## src/rtl/pc_fetch.sv

```systemverilog
// rtl/pc_fetch.sv - instruction fetch stage: one outstanding bus request, redirect and misaligned-PC handling
module pc_fetch #(
   parameter int               XLEN     = 32,
   parameter logic [XLEN-1:0]  RST_ADDR = '0,
   parameter logic [XLEN-1:0]  NOP_INST = XLEN'(32'h0000_0013)
) (
   input  logic            clk,
   input  logic            rst_n,
   input  logic            pipe_stall,
   input  logic            trap_flag,
   input  logic [XLEN-1:0] trap_pc,
   input  logic            ex_is_mret_inst,
   input  logic [XLEN-1:0] mret_pc,
   input  logic            ex_bj_flag,
   input  logic [XLEN-1:0] ex_bj_pc,
   output logic            ibus_req,
   output logic [XLEN-1:0] ibus_addr,
   input  logic            ibus_gnt,
   input  logic            ibus_rvalid,
   input  logic [XLEN-1:0] ibus_rdata,
   output logic            if_out_valid,
   input  logic            id_allowin,
   output logic [XLEN-1:0] if_pc,
   output logic [XLEN-1:0] if_inst,
   output logic            if_exp_flag,
   output logic            if_inst_addr_misal
);

   typedef enum logic [1:0] {S_IDLE, S_REQ, S_WAIT, S_HOLD} state_e;

   state_e          state_q;
   logic [XLEN-1:0] fetch_pc_q;
   logic            discard_q;
   logic            out_valid_q;
   logic [XLEN-1:0] if_pc_q;
   logic [XLEN-1:0] if_inst_q;
   logic            exp_q;
   logic            misal_q;

   logic            redirect;
   logic [XLEN-1:0] redirect_pc;
   logic            pc_misal;
   logic            accept;

   assign redirect = trap_flag | ex_is_mret_inst | ex_bj_flag;
   assign pc_misal = |fetch_pc_q[1:0];
   assign accept   = id_allowin & ~pipe_stall;

   always_comb begin
      redirect_pc = ex_bj_pc;
      if (trap_flag)
         redirect_pc = trap_pc;
      else if (ex_is_mret_inst)
         redirect_pc = mret_pc;
   end

   // A misaligned PC never reaches the bus; it is turned into an exception in HOLD.
   assign ibus_req           = (state_q == S_REQ) & ~pc_misal;
   assign ibus_addr          = fetch_pc_q;
   assign if_out_valid       = out_valid_q;
   assign if_pc              = if_pc_q;
   assign if_inst            = if_inst_q;
   assign if_exp_flag        = exp_q;
   assign if_inst_addr_misal = misal_q;

   always_ff @(posedge clk or negedge rst_n) begin
      if (!rst_n) begin
         state_q     <= S_IDLE;
         fetch_pc_q  <= RST_ADDR;
         discard_q   <= 1'b0;
         out_valid_q <= 1'b0;
         if_pc_q     <= RST_ADDR;
         if_inst_q   <= NOP_INST;
         exp_q       <= 1'b0;
         misal_q     <= 1'b0;
      end else begin
         case (state_q)
            S_IDLE: begin
               state_q <= S_REQ;
               if (redirect)
                  fetch_pc_q <= redirect_pc;
            end
            S_REQ: begin
               if (redirect) begin
                  fetch_pc_q <= redirect_pc;
                  if (ibus_req && ibus_gnt) begin
                     discard_q <= 1'b1;
                     state_q   <= S_WAIT;
                  end
               end else if (pc_misal) begin
                  state_q     <= S_HOLD;
                  out_valid_q <= 1'b1;
                  if_pc_q     <= fetch_pc_q;
                  if_inst_q   <= NOP_INST;
                  exp_q       <= 1'b1;
                  misal_q     <= 1'b1;
               end else if (ibus_gnt) begin
                  state_q <= S_WAIT;
               end
            end
            S_WAIT: begin
               if (ibus_rvalid) begin
                  if (redirect || discard_q) begin
                     // Response belongs to a flushed path: drop it and refetch.
                     discard_q <= 1'b0;
                     state_q   <= S_REQ;
                     if (redirect)
                        fetch_pc_q <= redirect_pc;
                  end else begin
                     state_q     <= S_HOLD;
                     out_valid_q <= 1'b1;
                     if_pc_q     <= fetch_pc_q;
                     if_inst_q   <= ibus_rdata;
                     exp_q       <= 1'b0;
                     misal_q     <= 1'b0;
                  end
               end else if (redirect) begin
                  discard_q  <= 1'b1;
                  fetch_pc_q <= redirect_pc;
               end
            end
            S_HOLD: begin
               if (redirect) begin
                  fetch_pc_q  <= redirect_pc;
                  out_valid_q <= 1'b0;
                  state_q     <= S_REQ;
               end else if (accept) begin
                  fetch_pc_q  <= fetch_pc_q + XLEN'(4);
                  out_valid_q <= 1'b0;
                  state_q     <= S_REQ;
               end
            end
            default: state_q <= S_IDLE;
         endcase
      end
   end

endmodule

```

## config.mk

```make
export PLATFORM = sky130hd
export DESIGN_NAME = pc_fetch
export DESIGN_NICKNAME = d
export VERILOG_FILES = /design/src/rtl/pc_fetch.sv
export SDC_FILE = /design/constraint.sdc
export NUM_CORES = 1
export LEC_CHECK = 0
export BUFFER_PORTS_ARGS = -buffer_cell sky130_fd_sc_hd__buf_2
export CAP_MARGIN = 20
export CORE_UTILIZATION = 48
export CTS_CLUSTER_DIAMETER = 60
export DETAILED_ROUTE_END_ITERATION = 8
export GPL_TIMING_DRIVEN = 0
export PLACE_DENSITY = 0.83
export SLEW_MARGIN = 0
export SYNTH_ARGS = -nofsm -noshare
export SYNTH_HDL_FRONTEND = slang
export SYNTH_SLANG_ARGS = --single-unit
```

## constraint.sdc

```tcl
create_clock -name clk -period 2.2 [get_ports clk]
set_input_delay 0.44 -clock clk [delete_from_list [all_inputs] [get_ports clk]]
set_output_delay 0.44 -clock clk [all_outputs]
set_load 0.01 [all_outputs]
```

Word level (Yosys, flattened, before mapping)
Cells that the tools add are included.
- add/subtract/negate cells: 1
- eq/ne operators: 14
- mux-type cells: 43
- bitwise operators: 6
- reductions and logical operators: 12
- operators with widths (operator ; count):
    $mux W32 ; 15
    $pmux W32 S2 ; 2
    $pmux W32 S3 ; 1
    $add A32 B3 Y32 const B ; 1
    $mux W2 ; 8
    $mux W1 ; 13
    $ne A2 B2 Y1 const B ; 5
    $reduce_and A5 Y1 ; 2
    $ne A3 B3 Y1 const B ; 3
    $pmux W2 S4 ; 1
    $reduce_and A6 Y1 ; 1
    $eq A2 B2 Y1 const B ; 2
    $ne A4 B4 Y1 const B ; 1
    $pmux W1 S2 ; 2
    $reduce_and A4 Y1 ; 1
    $reduce_or A2 Y1 ; 2
    $ne A3 B2 Y1 const B ; 1
    $pmux W1 S3 ; 1
    $reduce_bool A3 Y1 ; 1
    $and A1 B1 Y1 ; 2
    $eq A2 B1 Y1 const B ; 1
    $logic_not A2 Y1 ; 1
    $ne A2 B1 Y1 const B ; 1
    $not A1 Y1 ; 2
    other kinds (5) ; 6
- register bits: 101

Longest topological paths before layout
- depth in word-level cells: 7
- gate-level depth with buffers: 10
- mapped depth without buffers: 7

Worst setup path before layout
OpenSTA, ideal clock, no wires.
- kind: register -> register
- start: register fetch_pc_q[2] (netlist: ibus_addr[2])
- end: register fetch_pc_q[30] (netlist: ibus_addr[30])
- setup time: 124 ps
- data arrival time: 1948 ps
- data required time: 2076 ps
- path slack: 128 ps
- cell stages (with the launch flop): 7
- path buffers: 0
- cell sequence: dfrtp_1 ha_1 nand4_1 nor4_4 nand2_2 o311a_1 a211o_1
- cells in the longest elaborated chain, start to end: 4
- ends and longest elaborated chain (element ; RTL line ; text):
    start: declaration ; 32 ; logic [XLEN-1:0] fetch_pc_q;
    start signal: assignment ; 81 ; fetch_pc_q <= redirect_pc;
    start signal: assignment ; 85 ; fetch_pc_q <= redirect_pc;
    start signal: assignment ; 108 ; fetch_pc_q <= redirect_pc;
    $add A32 B3 Y32 ; 128 ; fetch_pc_q <= fetch_pc_q + XLEN'(4);
    $mux W32 ; 127 ; end else if (accept) begin
    $mux W32 ; 123 ; if (redirect) begin
    $pmux W32 S3 ; 77 ; case (state_q)
Every way passes these cells. The select of a mux whose other input is x is not followed.
A chain may end at the register's enable or synchronous reset.

Worst setup path after layout
- start: register state_q[1]
- end: output ibus_req
- cells in the longest elaborated chain, start to end: 2
- ends and longest elaborated chain (element ; RTL line ; text):
    start: declaration ; 31 ; state_e state_q;
    start signal: assignment ; 68 ; state_q <= S_IDLE;
    start signal: assignment ; 79 ; state_q <= S_REQ;
    start signal: assignment ; 88 ; state_q <= S_WAIT;
    $eq A2 B1 Y1 ; 58 ; assign ibus_req = (state_q == S_REQ) & ~pc_misal;
    $and A1 B1 Y1 ; 58 ;
    end: declaration ; 16 ; output logic ibus_req,
Every way passes these cells.

==> key figures <==
Clock network
  • Clock root buffer: clkbuf_8
  • H-Tree Depth: 3
  • CTS tree: done
  • Clk slew on worst S/H paths: around 100 ps
  • Clock Tree Buf Depth: 2
  • CTS buffer count: 9
  • Hold_buf cts: 0
  • TritonCTS Sinks: 101
  • Clk Latency, worst-skew pair: approximately 370 ps

Floorplan
  • # rows: 38
  • Io pins: roughly 240
  • Core area: roughly 11000 um^2
  • Initial Utilization: 49.47%
  • Die Height: approximately 110 um
  • Die Span X: roughly 110 um
  • Full die area: ~12000 um^2

Logic synthesis
  • Post-synth top area share: ~46%
  • Net count after synthesis: between 700 and 800
  • Sequential area share after synthesis: a little under half
  • Async S/R FF share, synth: 100.0%
  • Yosys top cell by area: dfrtp_1
  • Yosys cell types: 56
  • Synth Warn #: 0
  • Avg Inst Size Synth: 9.120 um^2
  • Main synth FF type: dfrtp_1
  • FF+latch count, synth: between 100 and 150
  • Post-synthesis cell count: slightly below 600
  • Post-synthesis instance area: approximately 5400 um^2
  • Post-synth EDFFs: 0
  • Synth area leaders: dfrtp_1, nand2_1, a22o_1

Routing
  • Total wire length: 17320 um
  • Average wire per standard cell: roughly 18 um
  • DR vias: 5499
  • TritonRoute pass-1 iters: 5
  • Vias per Instance: ~5.6
  • Drt drc: 0
  • Drt first-iter violations: 408
  • Antenna viol nets, final: 0

Pwr
  • Final total power: around 5.9 mW
  • Logic gate share of total power: between 30% and 40%
  • Sequential power share: a little under half
  • Sw Share: between 30% and 40%
  • Worst vdd ir: 0.4520 mV
  • Leakage: ~3.6 nW
  • Switching power: approximately 2.2 mW
  • Pint: 3.699 mW
  • Pwr dens: between 800 and 900 nW/um^2
  • Clock network power share: roughly 20%

Final layout
  • Share of cells above drive strength 1: approximately 38%
  • Most frequent cells in the layout: buf_2, nand2_1, dfrtp_1
  • Nets: approximately 980
  • Synth-to-layout area growth: 30.80%
  • Commonest non-fill, non-tap cell in the layout: buf_2
  • # diodes: 0

Hold path
  • Worst min-delay path category: in -> async

Place
  • PortBufs: about 240
  • Post-detail-place hpwl: 13110 um
  • Gp weighted congestion: 0.9209

Run
  • MaxCap Viol Count: 0

STA
  • Final hold violations: 0
  • Final Setup Violations: 0
  • Crit share post-route: a little over nine tenths
  • Setup TNS: 0 ps
  • Fin crit period: approximately 2100 ps
  • Max Slew Vio Count: 0
  • Worst-Margin Slew: roughly 640 ps
  • F_max: 469.5 MHz
  • Clock Skew: between 10 and 15 ps
  • Worst rel slew slack: a little under three fifths

Global routing
  • GR Util All Layers: a little under a third
  • Vias in the first global route: about 5200
  • Largest net degree at the start of global routing: 59
  • Initial antenna violation count: 0
  • Overflow after GRT: 0
  • First-pass GRT wire length: approximately 26000 um

Setup path
  • Buf/Inv on CP: 3
  • Startpoint types: flop
  • Critical Path RT: between 1500 and 2000 ps
  • Critical Path, Cell by Cell: inv_1 -> ha_2 -> inv_2 -> nor3_4 -> buf_2
  • Crit-path max cell delay: 450 ps
  • CP top delay family: flip-flops
  • CP arrival: approximately 1700 ps
  • Cells on worst reg2reg path: 8
  • Crit. End Element: output port
  • Worst-path maximum fanout: 6
  • Levels on crit path: 5
  • Critical path class: reg -> out
  • Max stage delay cell, worst path: dfrtp_1

Status
  • Status: completed
[logic make-up (layout without fill, tap and decap cells)]
group	Yosys count	in the layout	share of synthesized area, %
buffers and inverters	48	302	4.456
multiplexers	38	38	7.443
XOR/XNOR	4	4	0.6534
AO/OA/AOI/OAI	154	154	19.11
flip-flops	101	101	47.20
AND/OR/NAND/NOR	239	239	20.21
adder cells (fa/ha/maj)	4	4	0.9333
[state kept, by name (all words and copies together) (netlist names)]
name and count:
discard_q 1, ibus_addr 32, if_inst 32, if_inst_addr_misal 1, if_out_valid 1, if_pc 32, state_q 2
[per-layer routing]
metal	part of all wire [%]	global-route usage [%]	up-vias	routed length [um]
met5	0	0	-	0
met4	2.2	11.25	0	376
met3	8.4	5.448	28	1453
met2	49	51.74	317	8457
met1	41	37.98	2548	7034
li1	-	-	2606	-
[stage by stage]
stage               util [%]  area [um^2]  worst slack [ps]  hold slack (ps)  std cells
finish                 64.70         7014             69.96            73.54        982
global route           64.70         7014            -10.30            98.04        982
CTS                    64.27         6967             4.419            87.29        980
detailed placement     62.21         6744            -276.0            457.4        964
global placement       61.93         6714            -437.4            454.4        963
floorplan                  -         5363             128.1            144.4        588
[power by group through the flow]
stage,clock [mW],combinational (mW),sequential [mW]
after detailed placement,0,1.97,2.70
after CTS,1.20,2.00,2.67
after global placement,0,1.93,2.69
after global routing,1.28,2.25,2.74
after floorplan,0,0.893,2.87
final,1.18,2.02,2.68
[timing repair]
action                                  CTS  global route
setup buffers                             1             2
gates cloned                              0             0
endpoints found under the setup margin   87            80
resized for setup                         8            14
pin swaps                                 2             2
[cell usage after synthesis, types with 4 or more instances]
cell        n
a211oi_1    5
a21oi_1    39
a22o_1     31
a22oi_1     7
and3_1      7
buf_2      17
buf_6       4
clkbuf_1   19
dfrtp_1    98
ha_1        4
inv_1       5
mux2_2     15
mux2i_1    23
nand2_1   145
nand3_1    19
nand4_1     5
nor2_1     29
nor3_1      5
nor4_1      4
o21ai_0    34
o22a_1      5
o22ai_1     8
o31ai_1     6
[layout make-up]
cell class / instances / area (um^2)
Fill cell: 976 / 3826
Multi-Input combinational cell: 439 / 2639
Sequential cell: 101 / 2531
Timing Repair Buffer: 239 / 1229
Buffer: 42 / 227.7
Tap cell: 140 / 175.2
Clock buffer: 10 / 137.6
Clock inverter: 6 / 56.30
Inverter: 5 / 18.77
[worst paths after layout]
kind,startpoint,endpoint,slack (ps)
hold / removal,rst_n,if_pc[5]$_DFFE_PN0P_,70
setup reg to reg,state_q[1]$_DFFE_PN0P_,if_inst[14]$_DFFE_PN0P_,80
min in group clk,ibus_rdata[13],if_inst[13]$_DFFE_PN0P_,280
setup / recovery,state_q[1]$_DFFE_PN0P_,ibus_req,70
max in group asynchronous,rst_n,if_inst[4]$_DFFE_PN1P_,1350
hold reg to reg,if_pc[25]$_DFFE_PN0P_,if_pc[25]$_DFFE_PN0P_,480
Power figures use the tool's default switching activity.
